### src/rtl/sync_fifo_wr_arbiter_if.sv
// Producer valid/ready bundle plus FIFO write-side signals for the write arbiter.
interface sync_fifo_wr_arbiter_if #(
    parameter int DATA_WIDTH = 32,
    parameter int NUM_REQ    = 4
);
    localparam int IDW = $clog2(NUM_REQ);

    logic [NUM_REQ-1:0]            req_valid_i;
    logic [NUM_REQ*DATA_WIDTH-1:0] req_data_i;
    logic [NUM_REQ-1:0]            req_ready_o;
    logic                          fifo_full_i;
    logic                          fifo_write_o;
    logic [DATA_WIDTH-1:0]         fifo_wr_data_o;
    logic [IDW-1:0]                grant_id_o;
    logic                          busy_o;

    modport master (
        output req_valid_i, req_data_i, fifo_full_i,
        input  req_ready_o, fifo_write_o, fifo_wr_data_o,
        input  grant_id_o, busy_o
    );

    modport slave (
        input  req_valid_i, req_data_i, fifo_full_i,
        output req_ready_o, fifo_write_o, fifo_wr_data_o,
        output grant_id_o, busy_o
    );
endinterface

### src/rtl/sync_fifo_wr_arbiter.sv
// Round-robin, burst-locked arbiter sharing one sync FIFO write port.
module sync_fifo_wr_arbiter #(
    parameter int DATA_WIDTH = 32,
    parameter int NUM_REQ    = 4,
    parameter int MAX_BURST  = 4
) (
    input  logic                   clk_i,
    input  logic                   rst_i,
    sync_fifo_wr_arbiter_if.slave  bus
);
    localparam int IDW = $clog2(NUM_REQ);
    localparam int CW  = $clog2(MAX_BURST + 1);

    localparam logic [0:0] S_IDLE  = 1'b0;
    localparam logic [0:0] S_BURST = 1'b1;

    localparam logic [IDW:0]   L_NREQ = (IDW+1)'(NUM_REQ);
    localparam logic [IDW-1:0] L_LAST = IDW'(NUM_REQ - 1);
    localparam logic [CW-1:0]  L_LBEAT = CW'(MAX_BURST - 1);

    logic [0:0]     r_state;
    logic [IDW-1:0] r_owner;
    logic [IDW-1:0] r_rr_ptr;
    logic [CW-1:0]  r_beat_cnt;

    logic [NUM_REQ-1:0]    w_rot;
    logic [IDW-1:0]        w_off;
    logic [IDW:0]          w_sum;
    logic [IDW-1:0]        w_pick;
    logic                  w_found;
    logic [DATA_WIDTH-1:0] w_slice [NUM_REQ];
    logic                  w_active;
    logic                  w_own_vld;
    logic                  w_beat;
    logic                  w_last;
    logic [IDW-1:0]        w_nxt_ptr;

    // Rotate valids so bit 0 is rr_ptr; lowest set bit is the winner offset.
    always_comb begin
        w_rot = NUM_REQ'({bus.req_valid_i, bus.req_valid_i} >> r_rr_ptr);
        w_off = '0;
        for (int i = NUM_REQ - 1; i >= 0; i--) begin
            if (w_rot[i]) w_off = IDW'(i);
        end
        w_found = |w_rot;
        w_sum   = {1'b0, r_rr_ptr} + {1'b0, w_off};
        w_pick  = (w_sum >= L_NREQ) ? IDW'(w_sum - L_NREQ) : IDW'(w_sum);
    end

    always_comb begin
        for (int i = 0; i < NUM_REQ; i++) begin
            w_slice[i] = bus.req_data_i[i*DATA_WIDTH +: DATA_WIDTH];
        end
    end

    assign w_active  = (r_state == S_BURST) && !rst_i;
    assign w_own_vld = bus.req_valid_i[r_owner];
    assign w_beat    = w_active && w_own_vld && !bus.fifo_full_i;
    assign w_last    = (r_beat_cnt == L_LBEAT);
    assign w_nxt_ptr = (r_owner == L_LAST) ? '0 : r_owner + 1'b1;

    assign bus.req_ready_o    = (w_active && !bus.fifo_full_i)
                              ? (NUM_REQ'(1) << r_owner) : '0;
    assign bus.fifo_write_o   = w_beat;
    assign bus.fifo_wr_data_o = w_beat ? w_slice[r_owner] : '0;
    assign bus.grant_id_o     = r_owner;
    assign bus.busy_o         = (r_state == S_BURST);

    always_ff @(posedge clk_i) begin
        if (rst_i) begin
            r_state    <= S_IDLE;
            r_owner    <= '0;
            r_rr_ptr   <= '0;
            r_beat_cnt <= '0;
        end else begin
            unique case (r_state)
                S_IDLE: begin
                    if (w_found) begin
                        r_owner    <= w_pick;
                        r_beat_cnt <= '0;
                        r_state    <= S_BURST;
                    end
                end
                S_BURST: begin
                    // Dropping valid releases even while the FIFO is full.
                    if (!w_own_vld || (w_beat && w_last)) begin
                        r_state    <= S_IDLE;
                        r_rr_ptr   <= w_nxt_ptr;
                        r_beat_cnt <= '0;
                    end else if (w_beat) begin
                        r_beat_cnt <= r_beat_cnt + 1'b1;
                    end
                end
                default: r_state <= S_IDLE;
            endcase
        end
    end
endmodule
### src/flat_wrapper.sv
// flat-port wrapper written by rule: the top's interface ports become plain ports
module sync_fifo_wr_arbiter_flat 
#(
    parameter int DATA_WIDTH = 32,
    parameter int NUM_REQ    = 4,
    parameter int MAX_BURST  = 4
)
  (clk_i, rst_i, bus_req_valid_i, bus_req_data_i, bus_fifo_full_i, bus_req_ready_o, bus_fifo_write_o, bus_fifo_wr_data_o, bus_grant_id_o, bus_busy_o);
  sync_fifo_wr_arbiter_if #(.DATA_WIDTH(DATA_WIDTH), .NUM_REQ(NUM_REQ)) bus_i ();
  input  logic clk_i;
  input  logic rst_i;
  input wire logic [$bits(bus_i.req_valid_i)-1:0] bus_req_valid_i;
  input wire logic [$bits(bus_i.req_data_i)-1:0] bus_req_data_i;
  input wire logic [$bits(bus_i.fifo_full_i)-1:0] bus_fifo_full_i;
  output wire logic [$bits(bus_i.req_ready_o)-1:0] bus_req_ready_o;
  output wire logic [$bits(bus_i.fifo_write_o)-1:0] bus_fifo_write_o;
  output wire logic [$bits(bus_i.fifo_wr_data_o)-1:0] bus_fifo_wr_data_o;
  output wire logic [$bits(bus_i.grant_id_o)-1:0] bus_grant_id_o;
  output wire logic [$bits(bus_i.busy_o)-1:0] bus_busy_o;
  assign bus_i.req_valid_i = bus_req_valid_i;
  assign bus_i.req_data_i = bus_req_data_i;
  assign bus_i.fifo_full_i = bus_fifo_full_i;
  assign bus_req_ready_o = bus_i.req_ready_o;
  assign bus_fifo_write_o = bus_i.fifo_write_o;
  assign bus_fifo_wr_data_o = bus_i.fifo_wr_data_o;
  assign bus_grant_id_o = bus_i.grant_id_o;
  assign bus_busy_o = bus_i.busy_o;
  sync_fifo_wr_arbiter #(.DATA_WIDTH(DATA_WIDTH), .NUM_REQ(NUM_REQ), .MAX_BURST(MAX_BURST)) u_core (.clk_i(clk_i), .rst_i(rst_i), .bus(bus_i));
endmodule
### config.mk
export PLATFORM = sky130hd
export DESIGN_NAME = sync_fifo_wr_arbiter_flat
export DESIGN_NICKNAME = d
export VERILOG_FILES = /design/src/rtl/sync_fifo_wr_arbiter_if.sv /design/src/rtl/sync_fifo_wr_arbiter.sv /design/src/flat_wrapper.sv
export SDC_FILE = /design/constraint.sdc
export NUM_CORES = 1
export LEC_CHECK = 0
export CAP_MARGIN = 20
export CORE_ASPECT_RATIO = 0.6
export CORE_UTILIZATION = 29
export CTS_CLUSTER_DIAMETER = 60
export CTS_CLUSTER_SIZE = 28
export DETAILED_ROUTE_END_ITERATION = 8
export GPL_TIMING_DRIVEN = 0
export PLACE_DENSITY = 0.81
export SYNTH_ARGS = -nofsm -noshare
export SYNTH_HDL_FRONTEND = slang
export SYNTH_SLANG_ARGS = --single-unit
export TNS_END_PERCENT = 20
### constraint.sdc
create_clock -name clk_i -period 2.32 [get_ports clk_i]
set_input_delay 0.232 -clock clk_i [delete_from_list [all_inputs] [get_ports clk_i]]
set_output_delay 0.232 -clock clk_i [all_outputs]
set_load 0.02 [all_outputs]
==> results_tabular.tex <==
\begin{tabular}{lr}
\hline
Metric & Value \\
\hline
\multicolumn{2}{l}{\textbf{Floorplan}} \\
\quad Y dimension of the die & 59.95 µm \\
\quad Width of the die & 98.58 µm \\
\quad Top Ports & 175 \\
\quad Number of core rows & 20 \\
\quad Starting density of the core & 31.03\% \\
\quad Std-Cell Core Area & 5230 µm² \\
\quad Die Outline Area & 5909 µm² \\
\multicolumn{2}{l}{\textbf{Power}} \\
\quad Clock power frac & 14.4\% \\
\quad Leakage power & 0.001623 µW \\
\quad Design internal power & 791.7 µW \\
\quad Maximum ir drop on the vdd rail & 0.1748 mV \\
\quad Pwr per Cell Area & 331.0 nW/µm² \\
\quad Share of total power in combinational logic & 71.2\% \\
\quad Reported net switching power & 372.6 µW \\
\quad Sequential power share & 14.4\% \\
\quad Sw Share & 32.00\% \\
\multicolumn{2}{l}{\textbf{Logic synthesis}} \\
\quad Yosys top cell area share & 45.80\% \\
\quad Post-synthesis net count & 291 \\
\quad Most instantiated flip-flop cell in the synthesis netlist & sky130\_fd\_sc\_hd\_\_dfxtp\_1 \\
\quad Async SR Flop Fraction & 0\% \\
\quad Synth area leader & sky130\_fd\_sc\_hd\_\_mux4\_2 \\
\quad Most common cell in the netlist & sky130\_fd\_sc\_hd\_\_mux4\_2 \\
\quad Yosys synthesis warning count & 0 \\
\quad Distinct cells, synth & 37 \\
\quad Synthesized area per cell & 10.89 µm² \\
\quad Number of flops mapped to enable cells by yosys & 0 \\
\quad Number of register bits inferred by synthesis & 8 \\
\quad Mapped Area & 1623 µm² \\
\quad Share of the yosys chip area belonging to registers & 9.869\% \\
\quad Synth cell count leaders & 33 x sky130\_fd\_sc\_hd\_\_mux4\_2, 32 x sky130\_fd\_sc\_hd\_\_and3\_1, 10 x sky130\_fd\_sc\_hd\_\_nor2\_1 \\
\quad Synth top area cells & sky130\_fd\_sc\_hd\_\_mux4\_2 46\%, sky130\_fd\_sc\_hd\_\_and3\_1 12\%, sky130\_fd\_sc\_hd\_\_dfxtp\_1 9.9\%, sky130\_fd\_sc\_hd\_\_ha\_1 5.4\%, sky130\_fd\_sc\_hd\_\_mux2i\_1 2.5\% \\
\quad Instance count of the mapped netlist & 149 \\
\multicolumn{2}{l}{\textbf{Critical path}} \\
\quad Origin of the critical flop-to-flop path & u\_core.r\_rr\_ptr[0] \\
\quad FF-to-FF setup slack & 0.35 ns \\
\quad Critical path cell sequence & buf\_6 -> mux4\_2 -> buf\_4 -> clkbuf\_4 -> and3\_1 -> clkdlybuf4s15\_2 \\
\quad Crit-path max cell delay & 0.56 ns \\
\quad Critical Path Fanout Max & 10 \\
\quad Data arrival time of the critical path & 2.06 ns \\
\quad Endpoint of the most critical register-to-register path & u\_core.bus.grant\_id\_o[1] \\
\quad Buffers \& Inverters on Critical Path & 4 \\
\quad Slowest cell on the critical path & sky130\_fd\_sc\_hd\_\_mux4\_2 \\
\quad Worst r2r path cells & 9 \\
\quad CP delay by family, top & buffers and inverters \\
\quad Crit path launch type & flop \\
\quad Classification of the worst setup path & reg2out \\
\quad Endpoint kind of the worst setup timing path & output pin \\
\quad Critical path data required time & 2.09 ns \\
\multicolumn{2}{l}{\textbf{Hold path}} \\
\quad Startpoint of the most critical hold path & rst\_i \\
\quad Hold Crit Endpoint & u\_core.bus.busy\_o \\
\quad Hold Path Stages & 2 \\
\quad Type of the tightest min-delay check & in2reg \\
\multicolumn{2}{l}{\textbf{Clock tree}} \\
\quad Clock tree sinks & 8 \\
\quad Deepest clock path buffer count & 2 \\
\quad CTS tree & done \\
\quad Cts hold-fix bufs & 0 \\
\quad Number of buffers added by the clock tree synthesis step & 3 \\
\quad Cell at the root of the clock tree & sky130\_fd\_sc\_hd\_\_clkbuf\_8 \\
\quad Clock H-tree levels & 1 \\
\quad Clock Latency Late Sink & 0.23 ns \\
\quad Clock-pin slew of the registers on the worst-case setup and hold paths & 0.04 ns \\
\multicolumn{2}{l}{\textbf{Global route}} \\
\quad Number of global-route vias before repair & 2004 \\
\quad Initial antenna violation count & 0 \\
\quad Total congestion overflow & 0 \\
\quad Total track usage & 24.72\% \\
\quad Global-route wire length before repair & 11.03 mm \\
\quad Pin count of the biggest net entering global routing & 11 \\
\multicolumn{2}{l}{\textbf{STA}} \\
\quad Clk\_skew & 0.004772 ns \\
\quad Final cycle utilization of the critical path & 98.67\% \\
\quad Achievable Freq & 436.8 MHz \\
\quad Unrepaired setup endpoints after global routing & yes \\
\quad Number of slew-limit violations in the final report & 0 \\
\quad Worst slew margin relative to its limit & 67.75\% \\
\quad Setup violation total in the final timing report & 0 \\
\quad Crit path time final & 2.289 ns \\
\quad Number of endpoints with negative hold slack in the final report & 0 \\
\quad Final TNS setup & 0 ns \\
\quad Worst-margin pin slew & 0.4793 ns \\
\multicolumn{2}{l}{\textbf{Cells and area}} \\
\quad Ant diodes & 0 \\
\quad Growth of design area from synthesis to finish & 116.7\% \\
\quad Layout cell share with drive strength beyond 1 & 23.49\% \\
\quad Final design instance area without fill & 3517 µm² \\
\quad Post-route core utilization & 67.25\% \\
\quad Number of nets in the finished design & 476 \\
\multicolumn{2}{l}{\textbf{Detailed routing}} \\
\quad DRC Markers & 0 \\
\quad Routed WL per cell & 18.20 µm \\
\quad Drt pass-1 iters & 4 \\
\quad Total via count in the routed design & 1999 \\
\quad Violation count after the first detailed-route iteration & 86 \\
\quad Drt total wl & 7.244 mm \\
\quad Post-DRT Antenna Nets & 0 \\
\quad Routed via count divided by cell count & 5.023 \\
\multicolumn{2}{l}{\textbf{Placement}} \\
\quad HPWL after detailed placement & 6.083 mm \\
\quad Final weighted congestion in routability-driven placement & 0.8152 \\
\quad Port Buffers & 172 \\
\quad Dpl cell area & 3427 µm² \\
\multicolumn{2}{l}{\textbf{Run status}} \\
\quad Run status & completed \\
\multicolumn{2}{l}{\textbf{Job}} \\
\quad \# Max-Cap Violations & 0 \\
\hline
\end{tabular}
## worst max-delay path by stage
stage | to | slack [ns] | cells past startpoint | startpoint
after floorplan | bus_fifo_wr_data_o[10] | 0.35 | 4 | u_core.bus.grant_id_o[0]
after global placement | bus_fifo_wr_data_o[10] | -0.53 | 5 | bus_fifo_full_i
after detailed placement | bus_fifo_wr_data_o[10] | -0.56 | 5 | bus_fifo_full_i
after CTS | bus_req_ready_o[3] | 0.007 | 6 | bus_fifo_full_i
after global routing | bus_fifo_wr_data_o[14] | -0.06 | 6 | u_core.bus.grant_id_o[0]
final | bus_fifo_wr_data_o[24] | 0.03 | 6 | u_core.bus.grant_id_o[0]
## routing by layer
layer | vias to the layer above | wire [µm] | track usage, % | share of wire (%)
li1 | 968 | - | - | -
met1 | 947 | 2975 | 30.34 | 41
met2 | 76 | 3677 | 47.18 | 51
met3 | 8 | 503 | 4.211 | 6.9
met4 | 0 | 88 | 4.264 | 1.2
met5 | - | 0 | 0 | 0
## power groups by stage
| stage | registers, µW | logic [µW] | clock network (µW) |
|---|---|---|---|
| floorplan | 174 | 434 | 0 |
| global placement | 168 | 781 | 0 |
| detailed placement | 168 | 793 | 0 |
| CTS | 167 | 833 | 169 |
| global route | 170 | 894 | 177 |
| finish | 167 | 829 | 168 |
## worst register-to-register path, cell delays in order (launching register included)
cell and delay, ns:
sky130_fd_sc_hd__dfxtp_1 0.33, sky130_fd_sc_hd__buf_2 0.21, sky130_fd_sc_hd__nor2_1 0.07, sky130_fd_sc_hd__a221oi_1 0.28, sky130_fd_sc_hd__a31oi_1 0.06, sky130_fd_sc_hd__a211o_1 0.28
sky130_fd_sc_hd__ha_1 0.19, sky130_fd_sc_hd__xnor2_1 0.13, sky130_fd_sc_hd__xnor2_1 0.13, sky130_fd_sc_hd__a211oi_1 0.21
## placed cells by master, fill, tap and decap left out, types with 2 or more instances in the layout
cell / synthesis / final
sky130_fd_sc_hd__a31oi_1: 2 / 2
sky130_fd_sc_hd__and2_1: 4 / 4
sky130_fd_sc_hd__and3_1: 32 / 32
sky130_fd_sc_hd__buf_2: 6 / 8
sky130_fd_sc_hd__buf_4: 0 / 10
sky130_fd_sc_hd__buf_6: 1 / 2
sky130_fd_sc_hd__clkbuf_2: 0 / 7
sky130_fd_sc_hd__clkbuf_4: 0 / 4
sky130_fd_sc_hd__clkbuf_8: 0 / 3
sky130_fd_sc_hd__clkdlybuf4s15_2: 0 / 3
sky130_fd_sc_hd__clkdlybuf4s50_1: 0 / 133
sky130_fd_sc_hd__dfxtp_1: 8 / 6
sky130_fd_sc_hd__dfxtp_2: 0 / 2
sky130_fd_sc_hd__dlygate4sd2_1: 0 / 25
sky130_fd_sc_hd__dlymetal6s2s_1: 0 / 4
sky130_fd_sc_hd__ha_1: 7 / 7
sky130_fd_sc_hd__inv_1: 5 / 5
sky130_fd_sc_hd__mux2i_1: 4 / 4
sky130_fd_sc_hd__mux4_2: 33 / 33
sky130_fd_sc_hd__nand2b_1: 2 / 2
sky130_fd_sc_hd__nor2_1: 10 / 10
sky130_fd_sc_hd__nor4_1: 2 / 2
sky130_fd_sc_hd__xnor2_1: 2 / 2
## flip-flops by register name, summed over array words and instances, names as in the netlist
signal,cells
u_core.r_rr_ptr,2
u_core.r_beat_cnt,3
u_core.bus.busy_o,1
u_core.bus.grant_id_o,2
## final cells by class
cell class | instances | area [µm²]
sequential | 8 | 162.7
fill | 424 | 1713
buffer | 17 | 111.4
inverter | 5 | 18.77
timing repair buffer | 180 | 1729
multi-input combinational | 119 | 1371
tap | 66 | 82.58
clock buffer | 3 | 41.29
## metrics by stage
| stage | instances | hold slack, ns | worst slack (ns) | total power, µW |
|---|---|---|---|---|
| 6_report | 398 | 0.3128 | 0.03076 | 1164 |
| 2_1_floorplan | 149 | 0.4264 | 0.3496 | 608.0 |
| 4_1_cts | 398 | 0.3075 | 0.007228 | 1169 |
| 5_1_grt | 398 | 0.3193 | -0.06053 | 1240 |
| 3_5_place_dp | 387 | 0.4499 | -0.5567 | 961.5 |
| 3_3_place_gp | 387 | 0.4339 | -0.5252 | 948.4 |
## cell families (layout without fill, tap and decap cells)
| logic type | Yosys count | in the layout | share of synthesized area (%) |
|---|---|---|---|
| DFF | 8 | 8 | 9.869 |
| adders and majority gates | 7 | 7 | 5.397 |
| buffers and inverters | 22 | 205 | 6.014 |
| AOI/OAI and AO/OA | 13 | 13 | 6.631 |
| muxes | 38 | 38 | 49.19 |
| and+or+nand+nor | 59 | 59 | 21.82 |
| xor gates and xnor gates | 2 | 2 | 1.080 |
## timing repair
item | CTS | global route
setup endpoints to repair | 37 | 31
gates resized for setup | 68 | 18
pin swaps | 1 | 0
buffers inserted | 8 | 0
gates cloned | 0 | 0
Note: power is estimated with default switching activity, not from simulation.
==> edit 1: new RTL, same flow settings <==
`MAX_BURST` is set to 4 in 2 places; all go to 8.
--- a/src/rtl/sync_fifo_wr_arbiter.sv
+++ b/src/rtl/sync_fifo_wr_arbiter.sv
@@ -3,5 +3,5 @@
     parameter int DATA_WIDTH = 32,
     parameter int NUM_REQ    = 4,
-    parameter int MAX_BURST  = 4
+    parameter int MAX_BURST  = 8
 ) (
     input  logic                   clk_i,
--- a/src/flat_wrapper.sv
+++ b/src/flat_wrapper.sv
@@ -4,5 +4,5 @@
     parameter int DATA_WIDTH = 32,
     parameter int NUM_REQ    = 4,
-    parameter int MAX_BURST  = 4
+    parameter int MAX_BURST  = 8
 )
   (clk_i, rst_i, bus_req_valid_i, bus_req_data_i, bus_fifo_full_i, bus_req_ready_o, bus_fifo_write_o, bus_fifo_wr_data_o, bus_grant_id_o, bus_busy_o);
Formal check against the unedited RTL: not equivalent (Yosys sat finds a counterexample within 10 cycles, from zero or initial values and one cycle with rst_i high).
==> edit 1 against the original RTL <==
- non-clock buffer count is 1 lower
- total power is 9.7% higher
- worst setup slack better by 31 ps
- critical path type unchanged
- synthesized area is 4.5% higher
- routed wire length is 2.0% higher
- sequential cell count is 1 higher
- cell area is 2.5% higher
- clock power is 10% higher
- sequential power is 10% higher
==> edit 1: results (changes against the original RTL) <==
run_status:
  outcome: "finished, final reports clean"
grt:
  grt_max_degree: 11  # unchanged
  grt_use_total: 0.240  # -0.00695
  antenna_found_initial: 0  # unchanged
  grt_pass1_wl_mm: 11.1  # +0.93%
cells_and_area:
  largest_register: "u_core.r_beat_cnt"
  fin_nets: 488  # +2.5%
  drive_above_1_share: 0.214  # -0.0211
  final_cells: 426  # +7.0%
  largest_register_ffs: 4  # +1
  antenna_cells: 0  # unchanged
  nFillCells: 480  # +13%
synthesis:
  synthFlopType: "dfxtp_1"
  yosysTopAreaCellShare: 0.438  # -0.0196
  yosys_warnings: 0  # unchanged
  syn_nets: 305  # +4.8%
  async_flop_share: 0  # unchanged
  ys_types: 40  # +8.1%
  synth_commonest_cells: "and3_1 (33), mux4_2 (33), clkbuf_1 (11)"
  syn-instance-count: 164  # +10%
  ys_seq_area_frac: 0.106  # +0.00758
  ys_top_cells_by_area: "mux4_2 (44%), and3_1 (12%), dfxtp_1 (11%)"
place:
  hpwlAfterDp_mm: 6.24  # +2.7%
  port_buffers: 173  # +0.58%
  place.gp.congestion: 0.806  # -1.2%
  placed_cells_incl_taps: 417  # +7.8%
  place_area_sq_mm: 0.00353  # +2.9%
critical_path:
  worstSetupStartpoint: "u_core.bus.grant_id_o[0]"
  r2r-start: "u_core.r_rr_ptr[0]"
  max_stage_delay_ps: 510  # -50 ps
  crit_family: "buffers and inverters"
  worst-path-max-fanout: 10  # unchanged
  crit_arrival_ps: 2030  # -30 ps
  worst_path_max_delay_cell: "mux4_2"
worst_hold_path:
  hold_class: "primary input to flip-flop"
  worstHoldStart: "rst_i"
drt:
  num_vias: 2126  # +6.4%
  drtIter0Drc: 86  # unchanged
  dr.pass1.iters: 4  # unchanged
  routed_wl_mm: 7.39  # +2.0%
power:
  leakagePower_nw: 1.62  # -0.11%
  ir_worst_vdd_uv: 287  # +64%
sta:
  slew-limit-headroom: 0.621  # -0.0560
  skew_ps: 2.60  # -2.17 ps
  setup_viol: 0  # unchanged
clock_tree:
  htreeDepth: 1  # unchanged
  clkTransAtPathRegs_ps: 50
  clock_latency_ps: 230  # about the same
  clock-root-buffer: "clkbuf_8"
  clk_path_buf_depth: 2  # unchanged
  cts_inserted_buffers: 3  # unchanged
-- edit 1: cell types whose count changed after synthesis, sizes merged, moves of 2 or more --
cell	before	now
and3	32	34
clkbuf	9	11
nand2	2	8
nand2b	2	0
nand3	2	5
nand3b	0	2
nor2	10	6
o211ai	0	3
o21ai	1	3
-- edit 1: path summary, 6_finish.rpt --
| kind | cells after the start | slack (ps) | end |
|---|---|---|---|
| max reg2reg | 9 | 310 | u_core.bus.grant_id_o[1] |
| min | 2 | 350 | u_core.bus.grant_id_o[0] |
| max | 6 | 60 | bus_fifo_wr_data_o[12] |
| min reg2reg | 2 | 500 | u_core.r_beat_cnt[1] |
-- edit 1: final cells by class --
class	instances	area share
Multi-Input combinational cell	132	0.394
Buffer	17	0.0368
Clock buffer	4	0.0125
Inverter	5	0.00521
Sequential cell	9	0.0510
Tap cell	80	0.0278
Timing Repair Buffer	179	0.473
-- edit 1: stage by stage --
step,setup TNS [ps],util,power [mW],setup WS (ps),hold slack [ps]
floorplan,0,-,0.667,350,301
global placement,-13490,0.630,1.03,-599,469
detailed placement,-14100,0.630,1.05,-614,494
CTS,0,0.647,1.27,3.41,505
global route,-41.2,0.644,1.36,-18.9,373
finish,0,0.644,1.28,62.1,353
-- edit 1: worst reg2reg max path: cells and delay by family (launching register included) --
| family | cells | cell delay [ps] |
|---|---|---|
| XOR/XNOR | 2 | 280 |
| flip-flops | 1 | 320 |
| adder cells (fa/ha/maj) | 1 | 200 |
| AND/OR/NAND/NOR | 1 | 70 |
| buffers and inverters | 1 | 200 |
| AO/OA/AOI/OAI | 4 | 860 |
-- edit 1: kinds of logic after synthesis --
| group | share of synthesized area |
|---|---|
| flip-flops | 0.106 |
| multiplexers | 0.463 |
| AND/OR/NAND/NOR | 0.238 |
| AO/OA/AOI/OAI | 0.0797 |
| buffers and inverters | 0.0590 |
| XOR/XNOR | 0.0103 |
| adder cells (fa/ha/maj) | 0.0443 |
-- edit 1: layer usage --
metal,global-route usage,up-vias,wire [um]
li1,-,1030,-
met1,0.305,1017,3230
met3,0.0465,8,452
met2,0.439,71,3630
met5,0,-,0
met4,0.0476,0,68
-- edit 1: power breakdown --
part           switching (mW)  total [mW]  internal [mW]
clock                  0.0646       0.185          0.120
sequential             0.0142       0.184          0.170
combinational           0.347       0.909          0.562
-- edit 1: repair_timing --
item | 4_1_cts | 5_1_grt
setup buffers | 5 | 1
resized for setup | 68 | 26
endpoints found under the setup margin | 37 | 33
pin swaps | 0 | 1
==> edit 2: new RTL, same flow settings <==
Made on the original files. Make the reset (`rst_i`) asynchronous in one clocked block.
--- a/src/rtl/sync_fifo_wr_arbiter.sv
+++ b/src/rtl/sync_fifo_wr_arbiter.sv
@@ -67,5 +67,5 @@
     assign bus.busy_o         = (r_state == S_BURST);
 
-    always_ff @(posedge clk_i) begin
+    always_ff @(posedge clk_i or posedge rst_i) begin
         if (rst_i) begin
             r_state    <= S_IDLE;
Formal check against the unedited RTL: differs if rst_i is asserted again (counterexample within 4 cycles, from zero or initial values and one cycle with rst_i high); with rst_i held inactive, the same outputs for 10 cycles.
==> edit 2 against the original RTL <==
- the run now ends with design-rule violations left
- cell area barely moved
- sequential cell count did not move
- worst setup slack improved by 7.1 ps
- final cell count fell by 1.5%
- core utilization rose by 0.28 points
- first-iteration DRC count fell by 15%
- clock skew barely moved
- count of clock-buffer cells in the layout did not move
- routed wire length fell by 1.2%
- synthesized area fell by 0.31%
- hold slack improved by 22 ps
- critical endpoint is now bus_fifo_wr_data_o[12]
- highest routed layer unchanged
Power is not compared: it rests on default switching activity, and its combinational part moved more than twofold at a synthesized area within 25%.
==> edit 2: results (changes against the original RTL) <==
run_status:
  outcome: "complete, but fails checks"
  violations: "design-rule violations"
cells_and_area:
  inverters: 8  # +3
  drive_above_1_share: 0.166  # -0.0693
  final_cells: 392  # -1.5%
  regArea_sq_um: 200  # +23%
  num-multi-input-gates: 118  # -0.84%
  fin_nets: 470  # -1.3%
  n_all_buffers: 189  # -4.1%
  buffer_area_frac: 0.520  # -0.00319
  clk_share: 0.0117  # about the same
  nFillCells: 411  # -3.1%
  finish.instance_area_sq_mm: 0.00351  # about the same
  multi_input_area_share: 0.379  # -0.0108
sta:
  skew_ps: 4.30  # -0.476 ps
  slew-limit-headroom: 0.459  # -0.219
grt:
  use_met2: 0.408  # -0.0634
  grt_pass1_wl_mm: 10.5  # -4.9%
  grt_util_met1: 0.326  # +0.0227
  met3_usage: 0.0480  # +0.00585
  grt_use_total: 0.240  # -0.00755
synthesis:
  ys_top_cells_by_area: "mux4_2 (46%), nor2b_1 (13%), dfrtp_1 (12%)"
  synth_compound_area_frac: 0.0758  # +0.00949
  async_flop_share: 1.00  # +1.00
  synthFlopType: "dfrtp_1"
  ys_types: 31  # -16%
  syn-instance-count: 147  # -1.3%
  synthXorXnorAreaFrac: 0.00541  # -0.00538
  ys_seq_area_frac: 0.124  # +0.0251
  synth_fa_ha_area_frac: 0.0541  # +0.000167
  syn_nets: 289  # -0.69%
  synthMuxAreaShare: 0.473  # -0.0186
drt:
  drtIter0Drc: 73  # -15%
  wl_met2_mm: 3.46  # -5.8%
  met3_length_um: 503  # unchanged
  remaining_drc_errors: 11  # +11
  dr.pass1.iters: 6  # +2
  num_vias: 1928  # -3.6%
clock_tree:
  cts_resized: 45  # -34%
  post_cts_buffers: 2  # -6
  htreeDepth: 1  # unchanged
power:
  power_mw: 2.44
  top_power_group: "combinational logic"
place:
  place_area_sq_mm: 0.00344  # +0.44%
  place.gp.congestion: 0.798  # -2.1%
  hpwlAfterDp_mm: 6.03  # -0.87%
  pre_cts_ws_ps: -456  # +100 ps
  port_buffers: 174  # +1.2%
worst_hold_path:
  hold_class: "primary input to async pin"
## edit 2: worst max-delay path, cell delays in order
cell	delay (ps)
clkdlybuf4s50_1	530
mux4_2	560
nand3_4	160
buf_6	160
nor2b_1	50
dlygate4sd2_1	340
## edit 2: path summary, 6_finish.rpt
| check | startpoint | to | slack, ps | cells past startpoint |
|---|---|---|---|---|
| worst max-delay path | bus_req_valid_i[2] | bus_fifo_wr_data_o[12] | 40 | 6 |
| max in group asynchronous | rst_i | u_core.r_rr_ptr[1] | 1750 | 2 |
| min in group clk_i | u_core.r_beat_cnt[2] | u_core.r_beat_cnt[2] | 480 | 2 |
| worst max register to register | u_core.r_rr_ptr[1] | u_core.bus.grant_id_o[1] | 360 | 9 |
| worst min-delay path | rst_i | u_core.bus.busy_o | 330 | 2 |
| worst min register to register | u_core.r_beat_cnt[2] | u_core.r_beat_cnt[2] | 480 | 2 |
